## src/rtl/bus_xfer_pkg.sv

```systemverilog
// Shared types and helpers for the bus transfer unit.
package bus_xfer_pkg;

   typedef enum logic [1:0] {
      OpMov = 2'b00,
      OpInc = 2'b01,
      OpDec = 2'b10,
      OpClr = 2'b11
   } op_e;

   typedef enum logic [1:0] {
      StIdle,
      StDrive,
      StLatch
   } state_e;

   function automatic int unsigned clog2(input int unsigned n);
      int unsigned r;
      r = 0;
      while ((32'd1 << r) < n) r++;
      return r;
   endfunction

endpackage

```

## src/rtl/bus_xfer_regbank.sv

```systemverilog
// Register storage: transfer write port beats external write port, two read muxes.
// With BUS_XFER_ZERO_REG_EN defined, register 0 is hardwired to zero.
module bus_xfer_regbank
   import bus_xfer_pkg::*;
#(
   parameter int unsigned DATA_W   = 8,
   parameter int unsigned NUM_REGS = 8,
   localparam int unsigned SEL_W   = clog2(NUM_REGS)
) (
   input  logic              clk,
   input  logic              rst,
   input  logic              xfer_we,
   input  logic [SEL_W-1:0]  xfer_sel,
   input  logic [DATA_W-1:0] xfer_data,
   input  logic              ext_we,
   input  logic [SEL_W-1:0]  ext_sel,
   input  logic [DATA_W-1:0] ext_data,
   input  logic [SEL_W-1:0]  rd_a_sel,
   output logic [DATA_W-1:0] rd_a_data,
   input  logic [SEL_W-1:0]  rd_b_sel,
   output logic [DATA_W-1:0] rd_b_data
);

   logic [DATA_W-1:0] regs_q [NUM_REGS];

   always_ff @(posedge clk or posedge rst) begin
      if (rst) begin
         for (int unsigned i = 0; i < NUM_REGS; i++) regs_q[i] <= '0;
      end else begin
         // Out-of-range selects match no entry, so those writes fall away.
         for (int unsigned i = 0; i < NUM_REGS; i++) begin
            if (xfer_we && 32'(xfer_sel) == i) begin
               regs_q[i] <= xfer_data;
            end else if (ext_we && 32'(ext_sel) == i) begin
               regs_q[i] <= ext_data;
            end
         end
`ifdef BUS_XFER_ZERO_REG_EN
         regs_q[0] <= '0;
`endif
      end
   end

   always_comb begin
      rd_a_data = '0;
      if (32'(rd_a_sel) < NUM_REGS) rd_a_data = regs_q[rd_a_sel];
   end

   always_comb begin
      rd_b_data = '0;
      if (32'(rd_b_sel) < NUM_REGS) rd_b_data = regs_q[rd_b_sel];
   end

endmodule

```

## src/rtl/bus_xfer_unit.sv

```systemverilog
// Register-to-register transfer unit: IDLE -> DRIVE -> LATCH with MOV/INC/DEC/CLR.
// Optional BUS_XFER_ZERO_REG_EN hardwires register 0 to zero (handled in the regbank).
module bus_xfer_unit
   import bus_xfer_pkg::*;
#(
   parameter int unsigned DATA_W   = 8,
   parameter int unsigned NUM_REGS = 8,
   localparam int unsigned SEL_W   = clog2(NUM_REGS)
) (
   input  logic              clk,
   input  logic              rst,
   input  logic              req_valid,
   output logic              req_ready,
   input  logic [SEL_W-1:0]  req_src,
   input  logic [SEL_W-1:0]  req_dst,
   input  logic [1:0]        req_op,
   input  logic              ext_wr_en,
   input  logic [SEL_W-1:0]  ext_wr_sel,
   input  logic [DATA_W-1:0] ext_wr_data,
   input  logic [SEL_W-1:0]  rd_sel,
   output logic [DATA_W-1:0] rd_data,
   output logic [DATA_W-1:0] bus_data,
   output logic              done,
   output logic              carry,
   output logic              err
);

   state_e            state_q, state_d;
   op_e               op_q;
   logic [SEL_W-1:0]  src_q, dst_q;
   logic [DATA_W-1:0] res_q, res_d, bus_val, src_data;
   logic              wrap_q, wrap_d, carry_q, err_q, err_d, accept;

   always_comb begin
      state_d   = state_q;
      req_ready = 1'b0;
      done      = 1'b0;
      bus_val   = '0;
      res_d     = '0;
      wrap_d    = 1'b0;
      unique case (state_q)
         StIdle: begin
            req_ready = ~rst;
            if (req_valid && !rst) state_d = StDrive;
         end
         StDrive: begin
            bus_val = (op_q == OpClr) ? '0 : src_data;
            state_d = StLatch;
         end
         StLatch: begin
            done    = 1'b1;
            state_d = StIdle;
         end
         default: state_d = StIdle;
      endcase
      unique case (op_q)
         OpMov: res_d = bus_val;
         OpInc: begin
            res_d  = bus_val + DATA_W'(1);
            wrap_d = &bus_val;
         end
         OpDec: begin
            res_d  = bus_val - DATA_W'(1);
            wrap_d = ~|bus_val;
         end
         default: res_d = '0;
      endcase
   end

   assign accept = req_valid & req_ready;

   // Sticky: any out-of-range index seen on an accepted request or an external write.
   assign err_d = err_q
                | (accept && (32'(req_src) >= NUM_REGS || 32'(req_dst) >= NUM_REGS))
                | (ext_wr_en && 32'(ext_wr_sel) >= NUM_REGS);

   always_ff @(posedge clk or posedge rst) begin
      if (rst) begin
         state_q <= StIdle;
         op_q    <= OpMov;
         src_q   <= '0;
         dst_q   <= '0;
         res_q   <= '0;
         wrap_q  <= 1'b0;
         carry_q <= 1'b0;
         err_q   <= 1'b0;
      end else begin
         state_q <= state_d;
         err_q   <= err_d;
         if (accept) begin
            src_q <= req_src;
            dst_q <= req_dst;
            op_q  <= op_e'(req_op);
         end
         if (state_q == StDrive) begin
            res_q  <= res_d;
            wrap_q <= wrap_d;
         end
         if (state_q == StLatch && (op_q == OpInc || op_q == OpDec)) carry_q <= wrap_q;
      end
   end

   assign bus_data = bus_val;
   assign carry    = carry_q;
   assign err      = err_q;

   bus_xfer_regbank #(
      .DATA_W   (DATA_W),
      .NUM_REGS (NUM_REGS)
   ) u_regbank (
      .clk       (clk),
      .rst       (rst),
      .xfer_we   (state_q == StLatch),
      .xfer_sel  (dst_q),
      .xfer_data (res_q),
      .ext_we    (ext_wr_en),
      .ext_sel   (ext_wr_sel),
      .ext_data  (ext_wr_data),
      .rd_a_sel  (rd_sel),
      .rd_a_data (rd_data),
      .rd_b_sel  (src_q),
      .rd_b_data (src_data)
   );

endmodule

```

## config.mk

```make
export PLATFORM = sky130hd
export DESIGN_NAME = bus_xfer_unit
export DESIGN_NICKNAME = d
export VERILOG_FILES = /design/src/rtl/bus_xfer_pkg.sv /design/src/rtl/bus_xfer_regbank.sv /design/src/rtl/bus_xfer_unit.sv
export SDC_FILE = /design/constraint.sdc
export NUM_CORES = 1
export LEC_CHECK = 0
export ABC_AREA = 1
export BUFFER_PORTS_ARGS = -buffer_cell sky130_fd_sc_hd__buf_2
export CAP_MARGIN = 0
export CORE_ASPECT_RATIO = 0.6
export CORE_UTILIZATION = 60
export CTS_CLUSTER_SIZE = 30
export DETAILED_ROUTE_END_ITERATION = 7
export PLACE_DENSITY = 0.8
export SLEW_MARGIN = 10
export SYNTH_ARGS = -nofsm -noshare
export SYNTH_HDL_FRONTEND = slang
export SYNTH_HIERARCHICAL = 1
export SYNTH_SLANG_ARGS = --single-unit
```

## constraint.sdc

```tcl
create_clock -name clk -period 3.3 [get_ports clk]
set_clock_uncertainty 0.15 [all_clocks]
set_input_delay 0.165 -clock clk [delete_from_list [all_inputs] [get_ports clk]]
set_output_delay 0.165 -clock clk [all_outputs]
set_load 0.01 [all_outputs]
```

==> results of run 1 <==
logic make-up (layout without fill, tap and decap cells):
logic type / count (synthesis) / count (layout) / synth area share (%)
AND/OR/NAND/NOR: 735 / 735 / 51.2
buffers and inverters: 165 / 208 / 10.5
flip-flops: 84 / 84 / 34.2
AO/OA/AOI/OAI: 17 / 17 / 1.71
adder cells (fa/ha/maj): 11 / 11 / 2.24
other: 1 / 1 / 0.0609
multiplexers: 1 / 1 / 0.183
metal layers:
layer / GRT usage [%] / up-vias
li1: - / 3243
met1: 60.9 / 3174
met2: 54.7 / 522
met3: 24.2 / 44
met4: 8.97 / 2
met5: 4.04 / -
registers in the layout, indices dropped and copies added (netlist names):
name and flops:
state_q 2, carry 1, dst_q 3, wrap_q 1, src_q 3, res_q 8
u_regbank/regs_q 64, op_q 2
layout by cell type, fill, tap and decap left out, types with 4 or more instances in the layout:
cell type and instances:
dfrtp_1 84, nor2_2 6, inv_2 7, nand2_1 444
inv_1 121, nand2_2 8, nand3_1 227, o21ai_0 4
buf_2 44, buf_4 9, nor2_1 36, dlygate4sd3_1 10
a21oi_1 4, ha_1 11, clkbuf_16 9, inv_6 4
worst max path at each step:
stage / endpoint / slack, ns / depth (start not counted)
after floorplan: res_q[7] / 0.62 / 21
after global placement: res_q[6] / 0.51 / 24
after detailed placement: res_q[7] / 0.43 / 18
after CTS: res_q[7] / 0.42 / 18
after global routing: res_q[6] / 0.10 / 24
final: res_q[7] / 0.35 / 18
power groups by stage:
stage                     clock network, mW  registers, mW  logic (mW)
final                                  1.08           1.67        1.59
after global routing                   1.14           1.68        1.77
after CTS                              1.09           1.63        1.52
after detailed placement                  0           1.65        1.50
after global placement                    0           1.64        1.49
after floorplan                           0           1.47        1.11
worst max-delay path: stages, from the launching register on:
cell and delay (ns):
dfrtp_1 0.37, inv_1 0.42, nand3_1 0.14, nand2_1 0.10
nand2_1 0.05, nand2_1 0.07, inv_1 0.04, nor2_1 0.14
nand2_2 0.10, inv_1 0.07, ha_1 0.23, a21oi_1 0.23
nor2_1 0.06, a211oi_1 0.25, nand3_1 0.15, nand3_1 0.11
nand2_1 0.06, nand2_1 0.05, nand2_1 0.05
per-stage QoR:
| step | cell area [µm²] | power (mW) |
|---|---|---|
| detailed placement | 6450 | 3.14 |
| global placement | 6450 | 3.13 |
| CTS | 6870 | 4.24 |
| global route | 6870 | 4.58 |
| finish | 6870 | 4.34 |
| floorplan | 6150 | 2.58 |
final cells by class:
| cell class | instances | area share, % |
|---|---|---|
| inverters | 129 | 7.05 |
| clock buffers | 10 | 3.48 |
| multi-input cells | 765 | 49.6 |
| flip-flops and latches | 84 | 30.6 |
| clock inverters | 6 | 1.11 |
| well taps | 135 | 2.46 |
| repair buffers | 63 | 5.65 |
synth_stat cells, types with 6 or more instances:
library cell | n | share of area [%]
nand3_1 | 227 | 18
ha_1 | 11 | 2.2
dfrtp_1 | 84 | 34
nor2_2 | 6 | 0.61
clkbuf_1 | 14 | 0.85
buf_2 | 17 | 1.4
inv_2 | 6 | 0.37
nand2_1 | 444 | 27
inv_1 | 122 | 7.4
nand2_2 | 8 | 0.81
nor2_1 | 36 | 2.2
what timing repair did:
action                                  4_1_cts  5_1_grt
hold endpoints to repair                     53        0
endpoints found under the setup margin        0        0
hold buffers                                 10        0
==> reports/summary.txt, run 1 <==
CTS tree: done
I/O Buffers: 44
first-pass GRT wire length: 33.7 mm
switching power: 1.90 mW
hold path start: ext_wr_data[6]
Die Wd: 133 µm
gr usage total: 43.0%
Synth warnings: 6
vias in the first global route: 6099
DRT Pass-1 Iters: 6
Mapped Nets: 1051
clock root buffer: clkbuf_16
Netlist Area Pre-Place: 6150 µm²
grt ovf: 0
Detail Route met3 WL: 4.18 mm
Max Cap Violations: 0
clock share of power: 24.9%
fin. max-slew vios: 0
f_max: 339 MHz
Post-Place Cells: 1166
# Post-CTS Setup Buffers: 0
slack of the critical path: 0.349 ns
hold endpoint: u_regbank/regs_q[30]
fin crit period: 2.95 ns
fin util: 69.2%
r2r endpoint: res_q[7]
CP max FO: 16
io pins: 46
GP Congestion: 1.01
WHS Path Cells: 3
# nets final: 1089
P_int: 2.44 mW
Final Instance Count excl. Fillers: 1192
mean routed wirelength per cell: 18.5 µm
Skew-Pair Late Insertion Delay: 0.34 ns
Yosys cell types: 33
buffer depth of the longest clock path: 2
switching share of total power: 43.7%
Clock H-tree levels: 3
ANT nets after route: 0
RSZ-0062 raised after global routing: false
Setup Crit Path Kind: reg -> reg
DP HPWL: 16.0 mm
Crit. End Element: flip-flop
detailed-routed wire length on met2: 8.01 mm
multi-input combinational cell area: 3410 µm²
synthesized flop and latch total: 84
area grow syn2layout: 11.6%
WP data required: 3.39 ns
Critical Path Start Type: flip-flop
diode count: 0
Power per Cell Area: 633 nW/µm²
pre-CTS WS: 0.430 ns
count of final hold-check violations: 0
Pleak: 3.95 nW
final setup fails: 0
r2r worst-path depth: 18
largest net degree at the start of global routing: 42
WP data arrival: 3.04 ns
die height: 80.4 µm
vias per cell: 5.86
worst-margin pin slew: 1.01 ns
num rows: 28
Post-CTS Resized: 0
core footprint: 9910 µm²
DRT iter0 DRCs: 971
total number of vias: 6985
post-route setup TNS: 0 ns
Reg2Reg Setup Slack: 0.35 ns
mean area per synthesized cell: 6.07 µm²
maximum vdd ir drop: 375 µV
Hold Crit Class: in -> reg
# fillers: 908
status: finished clean
worst setup path startpoint: src_q[1]
CTS clk-pin slew, worst paths: 0.07 ns
proportion of layout cells with a drive suffix above 1: 9.27%
die area: 10700 µm²
relative slew slack: 32.5%
top layer in use: met5
Combinational Power Share: 36.5%
Tcrit/Tclk final: 89.4%
Top FF cell, synth: dfrtp_1
initial antenna violation count: 0
Post-Syn Instances: 1014
R2R Path Start: src_q[1]
length of routed wiring on met1: 9.43 mm
Routed WL: 22.0 mm
sequential cell area: 2100 µm²
DRC Markers: 0
hold_ws: 0.0298 ns
async set-or-reset flop fraction in the synthesized netlist: 100%
Initial Util: 62.1%
EDFF count, synth: 0
Sink Count: 84
part of the power in registers: 38.5%
sequential area share after synthesis: 34.2%
CTS Buf Count: 9
(Power assumes the default switching activity.)
==> run 2, diff against run 1 <==
--- a/config.mk
+++ b/config.mk
@@ -18,3 +18,4 @@
 export SYNTH_HDL_FRONTEND = slang
 export SYNTH_HIERARCHICAL = 1
 export SYNTH_SLANG_ARGS = --single-unit
+export TNS_END_PERCENT = 5
==> constraint.sdc (replaced) <==
create_clock -name clk -period 3.5 [get_ports clk]
set_clock_uncertainty 0.15 [all_clocks]
set_input_delay 0.175 -clock clk [delete_from_list [all_inputs] [get_ports clk]]
set_output_delay 0.175 -clock clk [all_outputs]
set_load 0.01 [all_outputs]
==> run 2 against run 1 <==
Against the previous run:
- core utilization is 0.063 points lower
- first-iteration DRC count is 7.1% higher
- cell area barely moved
- critical path depth grew 2
- non-clock buffer count shrank 5
- global-route usage decreased by 1.8 points
- die area unchanged
- critical path type unchanged
- largest cell class unchanged
- largest power group unchanged
==> reports/summary.txt, run 2 (synthesis results as in run 1) <==
status: finished clean
die area: 10700 µm² (unchanged)
initial antenna violation count: 0 (unchanged)
worst-margin pin slew: 1.02 ns (+0.0122 ns)
area grow syn2layout: 11.5% (about the same)
die height: 80.4 µm (unchanged)
Combinational Power Share: 36.0% (-0.5 points)
Skew-Pair Late Insertion Delay: 0.34 ns (about the same)
post-route setup TNS: 0 ns (unchanged)
GP Congestion: 0.985 (-2.5%)
gr usage total: 41.2% (-1.8 points)
largest net degree at the start of global routing: 44 (+4.8%)
mean routed wirelength per cell: 17.8 µm (-3.6%)
proportion of layout cells with a drive suffix above 1: 8.94% (-0.34 points)
Sink Count: 84 (unchanged)
ANT nets after route: 0 (unchanged)
Post-CTS Resized: 0 (unchanged)
I/O Buffers: 44 (unchanged)
DRT Pass-1 Iters: 6 (unchanged)
clock root buffer: clkbuf_16
CP max FO: 23 (+7)
vias in the first global route: 5931 (-2.8%)
relative slew slack: 31.7% (-0.81 points)
CTS Buf Count: 9 (unchanged)
WHS Path Cells: 3 (unchanged)
CP dominant cell by count: nand2_1
WP data required: 3.59 ns (+0.20 ns)
switching power: 1.74 mW (-8.2%)
hold_ws: 0.0160 ns (-0.0138 ns)
Max Cap Violations: 0 (unchanged)
part of the power in registers: 38.1% (-0.4 points)
Pleak: 3.94 nW (-0.23%)
Tcrit/Tclk final: 82.8% (-6.6 points)
# nets final: 1084 (-0.46%)
RSZ-0062 raised after global routing: false
Power per Cell Area: 600 nW/µm² (-5.2%)
Slowest-stage cell, CP: dfrtp_1
vias per cell: 5.85 (-0.14%)
num rows: 28 (unchanged)
DRT iter0 DRCs: 1040 (+7.1%)
pre-CTS WS: 0.674 ns (+0.244 ns)
Setup Crit Path Kind: reg -> reg
largest registers: u_regbank/regs_q (64), res_q (8)
WP data arrival: 2.99 ns (-0.05 ns)
delay-heaviest family, CP: simple AND/OR/NAND/NOR gates
Hold Crit Class: in -> reg
first-pass GRT wire length: 32.5 mm (-3.6%)
CP Depth: 20 (+2)
maximum vdd ir drop: 372 µV (-0.80%)
most common cell after layout, fill and taps aside: nand2_1
clock share of power: 25.9% (+1.0 points)
P_int: 2.37 mW (-3.0%)
CP max stage delay: 0.38 ns (-0.04 ns)
commonest non-fill, non-tap cells in the layout: nand2_1 (444), nand3_1 (227), inv_1 (121)
fin. max-slew vios: 0 (unchanged)
io pins: 46 (unchanged)
Buf+Inv Stages, Crit Path: 4 (+1)
core footprint: 9910 µm² (unchanged)
final total power: 4.12 mW (-5.3%)
Clock H-tree levels: 3 (unchanged)
DP HPWL: 15.7 mm (-2.3%)
max FFs per register: 64 (unchanged)
f_max: 345 MHz (+1.8%)
Critical Path Start Type: flip-flop
switching share of total power: 42.4% (-1.4 points)
CP cell instances: inv_1 -> buf_12 -> nand2_1 -> nand3_1 -> nand2_1 -> nand2_1 -> nand2_1 -> inv_1 -> nor2_1 -> nand2_2 -> inv_1 -> ha_1 -> a21oi_1 -> nor2_1 -> a211oi_1 -> nand3_1 -> nand3_1 -> nand2_1 -> nand2_1 -> nand2_1
Die Wd: 133 µm (unchanged)
total number of vias: 6946 (-0.56%)
buffer depth of the longest clock path: 2 (unchanged)
fin crit period: 2.90 ns (-0.0528 ns)
final setup fails: 0 (unchanged)
slack of the critical path: 0.602 ns (+0.253 ns)
diode count: 0 (unchanged)
CTS tree: done
Routed WL: 21.1 mm (-4.0%)
Initial Util: 62.1% (unchanged)
grt ovf: 0 (unchanged)
Crit. End Element: flip-flop
count of final hold-check violations: 0 (unchanged)
CTS clk-pin slew, worst paths: 0.07 ns (about the same)
DRC Markers: 0 (unchanged)
Biggest register: u_regbank/regs_q
r2r worst-path depth: 20 (+2)
-- run 2: repair_timing --
action                    4_1_cts  5_1_grt
buffers inserted                0        0
hold buffers                    9        0
hold endpoints to repair       70        0
-- run 2: routing by layer --
| metal | wire length [µm] | track usage [%] | share of wire [%] |
|---|---|---|---|
| met1 | 9110 | 60.2 | 43 |
| met2 | 7720 | 53.1 | 37 |
| met3 | 4000 | 20.5 | 19 |
| met4 | 291 | 7.93 | 1.4 |
| met5 | 0 | 0 | 0 |
-- run 2: power by group through the flow --
stage,Sequential [mW],Combinational [mW],Clock (mW)
after detailed placement,1.55,1.40,0
after global placement,1.54,1.40,0
after global routing,1.57,1.65,1.12
final,1.57,1.48,1.07
after CTS,1.53,1.42,1.08
after floorplan,1.39,1.04,0
-- run 2: layout make-up --
class | instances | area [µm²]
Tap cell | 135 | 169
Sequential cell | 84 | 2100
Fill cell | 901 | 3060
Timing Repair Buffer | 58 | 360
Inverter | 129 | 484
Clock buffer | 10 | 239
Clock inverter | 6 | 97.6
Multi-Input combinational cell | 765 | 3410
-- run 2: worst register-to-register path: stages, from the launching register on --
cell,delay (ns)
dfrtp_1,0.38
inv_1,0.28
buf_12,0.21
nand2_1,0.07
nand3_1,0.08
nand2_1,0.06
nand2_1,0.05
nand2_1,0.05
inv_1,0.06
nor2_1,0.05
nand2_2,0.11
inv_1,0.05
ha_1,0.30
a21oi_1,0.22
nor2_1,0.06
a211oi_1,0.25
nand3_1,0.12
nand3_1,0.09
nand2_1,0.05
nand2_1,0.05
nand2_1,0.05
-- run 2: per-stage QoR --
| stage | area [µm²] | instances | util (%) |
|---|---|---|---|
| after floorplan | 6150 | 1014 | - |
| after global placement | 6430 | 1162 | 64.9 |
| after detailed placement | 6430 | 1162 | 64.9 |
| after CTS | 6860 | 1187 | 69.2 |
| after global routing | 6860 | 1187 | 69.2 |
| final | 6860 | 1187 | 69.2 |
-- run 2: final timing paths --
path	start	end	slack, ns
max in group asynchronous	rst	u_regbank/regs_q[33]	1.95
setup reg to reg	src_q[0]	res_q[7]	0.60
hold / removal	ext_wr_data[6]	u_regbank/regs_q[30]	0.02
setup / recovery	src_q[0]	res_q[7]	0.60
min in group asynchronous	rst	dst_q[2]	0.41
hold reg to reg	u_regbank/regs_q[26]	u_regbank/regs_q[26]	0.34
==> run 3, diff against run 2 <==
--- a/config.mk
+++ b/config.mk
@@ -5,14 +5,14 @@
 export SDC_FILE = /design/constraint.sdc
 export NUM_CORES = 1
 export LEC_CHECK = 0
-export ABC_AREA = 1
+export ABC_AREA = 0
 export BUFFER_PORTS_ARGS = -buffer_cell sky130_fd_sc_hd__buf_2
 export CAP_MARGIN = 0
 export CORE_ASPECT_RATIO = 0.6
-export CORE_UTILIZATION = 60
+export CORE_UTILIZATION = 55
 export CTS_CLUSTER_SIZE = 30
 export DETAILED_ROUTE_END_ITERATION = 7
-export PLACE_DENSITY = 0.8
+export PLACE_DENSITY = 0.77
 export SLEW_MARGIN = 10
 export SYNTH_ARGS = -nofsm -noshare
 export SYNTH_HDL_FRONTEND = slang
==> constraint.sdc (replaced) <==
create_clock -name clk -period 2.4 [get_ports clk]
set_clock_uncertainty 0.15 [all_clocks]
set_input_delay 0.12 -clock clk [delete_from_list [all_inputs] [get_ports clk]]
set_output_delay 0.12 -clock clk [all_outputs]
set_load 0.01 [all_outputs]
==> run 3 against run 2 <==
Against the previous run:
- the flow now finishes with violations (setup timing)
- cell count shrank 36%
- die area shrank 0.60%
- routed wire length shrank 18%
- sequential power grew 62%
- critical path depth shrank 10
- global-route usage shrank 7.4 points
- first-iteration DRC count shrank 45%
- setup slack lost 1.2 ns
- flip-flop and latch count is the same
- cell area grew 2.0%
- critical endpoint unchanged
- largest power group is now combinational logic
==> reports/summary.txt, run 3 <==
r2r worst-path depth: 10 (-50%)
clock root buffer: clkbuf_16
die height: 80.2 µm (-0.30%)
CP max FO: 7 (-70%)
core footprint: 9880 µm² (-0.35%)
Biggest register: u_regbank/regs_q
Max Cap Violations: 0 (unchanged)
status: finished with violations
ANT nets after route: 0 (unchanged)
Final Instance Count excl. Fillers: 763 (-36%)
list of most frequent post-synthesis cells: dfrtp_1 (84), mux2i_1 (65), nand2_1 (45)
DRC Markers: 0 (unchanged)
DP HPWL: 11.9 mm (-24%)
vias in the first global route: 4765 (-20%)
Yosys top cell by area: dfrtp_1
WP data arrival: 3.11 ns (+0.12 ns)
WHS Path Cells: 3 (unchanged)
io pins: 46 (unchanged)
initial antenna violation count: 0 (unchanged)
Post-Place Cells: 737 (-37%)
GRT met2 Usage: 52.2% (-0.95 points)
Crit. End Element: flip-flop
Power per Cell Area: 1030 nW/µm² (+71%)
# fillers: 717 (-20%)
top cell type's share of synthesized area: 37.5% (+3.3 points)
f_max: 335 MHz (-3.0%)
buffer depth of the longest clock path: 2 (unchanged)
vias per cell: 6.33 (+8.2%)
GP Congestion: 0.925 (-6.1%)
mean area per synthesized cell: 11.0 µm² (+81%)
mean routed wirelength per cell: 22.6 µm (+27%)
Pleak: 3.23 nW (-18%)
fin. max-slew vios: 0 (unchanged)
WP data required: 2.52 ns (-1.07 ns)
R2R Path Start: src_q[0]
Post-Syn Instances: 510 (-50%)
Reg2Reg Setup Slack: -0.59 ns (-1.19 ns)
r2r endpoint: res_q[7]
proportion of layout cells with a drive suffix above 1: 35.7% (+27 points)
async set-or-reset flop fraction in the synthesized netlist: 100% (unchanged)
Tcrit/Tclk final: 124% (+42 points)
RSZ-0062 raised after global routing: true
relative slew slack: 44.0% (+12 points)
hold endpoint: u_regbank/regs_q[35]
sequential area share after synthesis: 37.5% (+3.3 points)
EDFF count, synth: 0 (unchanged)
Sink Count: 84 (unchanged)
first-pass GRT wire length: 26.2 mm (-19%)
num rows: 28 (unchanged)
maximum vdd ir drop: 550 µV (+48%)
most common cell after layout, fill and taps aside: buf_4
Clock H-tree levels: 3 (unchanged)
hold path start: ext_wr_data[3]
Yosys cell types: 53 (+61%)
Initial Util: 56.8% (-5.3 points)
CTS clk-pin slew, worst paths: 0.07 ns (about the same)
met1 usage: 46.1% (-14 points)
fin crit period: 2.99 ns (+0.0882 ns)
area grow syn2layout: 24.8%
grt peak-use layer: met2
Synth warnings: 6 (unchanged)
slack of the critical path: -0.586 ns (-1.19 ns)
pre-CTS WS: -0.687 ns (-1.36 ns)
most frequent cell after synthesis: dfrtp_1
die area: 10600 µm² (-0.60%)
Skew-Pair Late Insertion Delay: 0.35 ns (about the same)
worst-margin pin slew: 0.840 ns (-0.183 ns)
max FFs per register: 64 (unchanged)
worst setup path startpoint: src_q[0]
hold_ws: 0.0196 ns (+0.00354 ns)
Critical Path Start Type: flip-flop
DRT Pass-1 Iters: 6 (unchanged)
# nets final: 660 (-39%)
CTS tree: done
final setup fails: 15 (+15)
commonest non-fill, non-tap cells in the layout: buf_4 (93), dfrtp_1 (82), mux2i_1 (65)
Netlist Area Pre-Place: 5610 µm² (-8.9%)
Setup Crit Path Kind: reg -> reg
total number of vias: 4831 (-30%)
dominant cells by area after synthesis: dfrtp_1 (37%), mux4_1 (14%), mux2i_1 (12%)
Routed WL: 17.3 mm (-18%)
count of final hold-check violations: 0 (unchanged)
final total power: 7.17 mW (+74%)
fin util: 70.8% (+1.6 points)
Top FF cell, synth: dfrtp_1
largest net degree at the start of global routing: 25 (-43%)
Mapped Nets: 547 (-48%)
diode count: 0 (unchanged)
synthesized flop and latch total: 84 (unchanged)
Hold Crit Class: in -> reg
grt ovf: 0 (unchanged)
largest registers: u_regbank/regs_q (64), res_q (8)
CTS Buf Count: 9 (unchanged)
I/O Buffers: 44 (unchanged)
gr usage total: 33.8% (-7.4 points)
Die Wd: 132 µm (-0.30%)
M3 GR Usage: 11.1% (-9.3 points)
failing checks: setup timing
DRT iter0 DRCs: 577 (-45%)
==> run 3: cell types whose count changed after synthesis, moves of 5 or more <==
cell / previous run / this run
nand2_2: 8 / 0
mux4_1: 0 / 30
a21oi_1: 4 / 41
inv_2: 6 / 1
and4bb_2: 0 / 6
o21ai_0: 4 / 38
nor2_2: 6 / 0
nand3_1: 227 / 2
inv_1: 122 / 8
mux2_2: 1 / 23
clkbuf_1: 14 / 25
nand4b_1: 0 / 6
mux2i_1: 0 / 65
nand2_1: 444 / 45
==> run 3: worst max path at each step <==
stage / slack [ns] / to
floorplan: -0.59 / res_q[6]
global placement: -0.59 / res_q[6]
detailed placement: -0.69 / res_q[4]
CTS: -0.55 / res_q[6]
global route: -0.72 / res_q[6]
finish: -0.59 / res_q[7]
==> run 3: report_power, final <==
part	leakage, nW	internal, mW	total (mW)	switching [mW]
clock network	0.138	0.812	1.42	0.610
logic	2.10	1.87	3.20	1.34
registers	0.988	1.97	2.55	0.579
==> run 3: area by class of cell <==
| type | count | area [µm²] | area share, % |
|---|---|---|---|
| clock buffer | 9 | 225 | 3.22 |
| clock inverter | 7 | 75.1 | 1.07 |
| inverter | 9 | 33.8 | 0.483 |
| multi-input combinational | 367 | 3290 | 47.0 |
| sequential | 84 | 2100 | 30.1 |
| tap | 135 | 169 | 2.41 |
| timing repair buffer | 152 | 1100 | 15.7 |
==> run 3: repair_timing <==
item                       4_1_cts  5_1_grt
pin swaps                        9        1
setup buffers                    1        0
hold buffers                     9        0
gates resized for setup         18       10
setup endpoints to repair       17       17
hold endpoints to repair        49        0
==> run 3: per-layer routing <==
layer,wire length [µm],up-vias
met1,7390,2380
met5,0,-
met3,2050,29
met2,7650,316
li1,-,2106
met4,170,0
==> run 3: logic make-up (layout without fill, tap and decap cells) <==
| logic type | Yosys count | after routing | share of synthesized area (%) |
|---|---|---|---|
| buffers and inverters | 59 | 177 | 5.36 |
| XOR/XNOR | 7 | 7 | 1.09 |
| multiplexers | 120 | 120 | 31.1 |
| flip-flops | 84 | 84 | 37.5 |
| AO/OA/AOI/OAI | 96 | 96 | 9.55 |
| adder cells (fa/ha/maj) | 11 | 11 | 2.45 |
| AND/OR/NAND/NOR | 132 | 132 | 12.9 |
| other | 1 | 1 | 0.0669 |
==> run 3: metrics by stage <==
step / cell area [µm²] / TNS, ns
6_report: 7000 / -4.47
5_1_grt: 7000 / -5.65
4_1_cts: 6960 / -4.00
3_5_place_dp: 6530 / -4.19
3_3_place_gp: 6530 / -3.61
2_1_floorplan: 5630 / -3.09
==> run 3: critical path, cell delays in order, from the launching register on <==
cell and delay [ns]:
dfrtp_2 0.44, buf_12 0.15, mux4_2 0.51, mux2_4 0.30
and4bb_4 0.22, ha_4 0.24, and3_4 0.17, o31ai_4 0.28
o21bai_1 0.14, xor2_1 0.17, o21ai_1 0.11
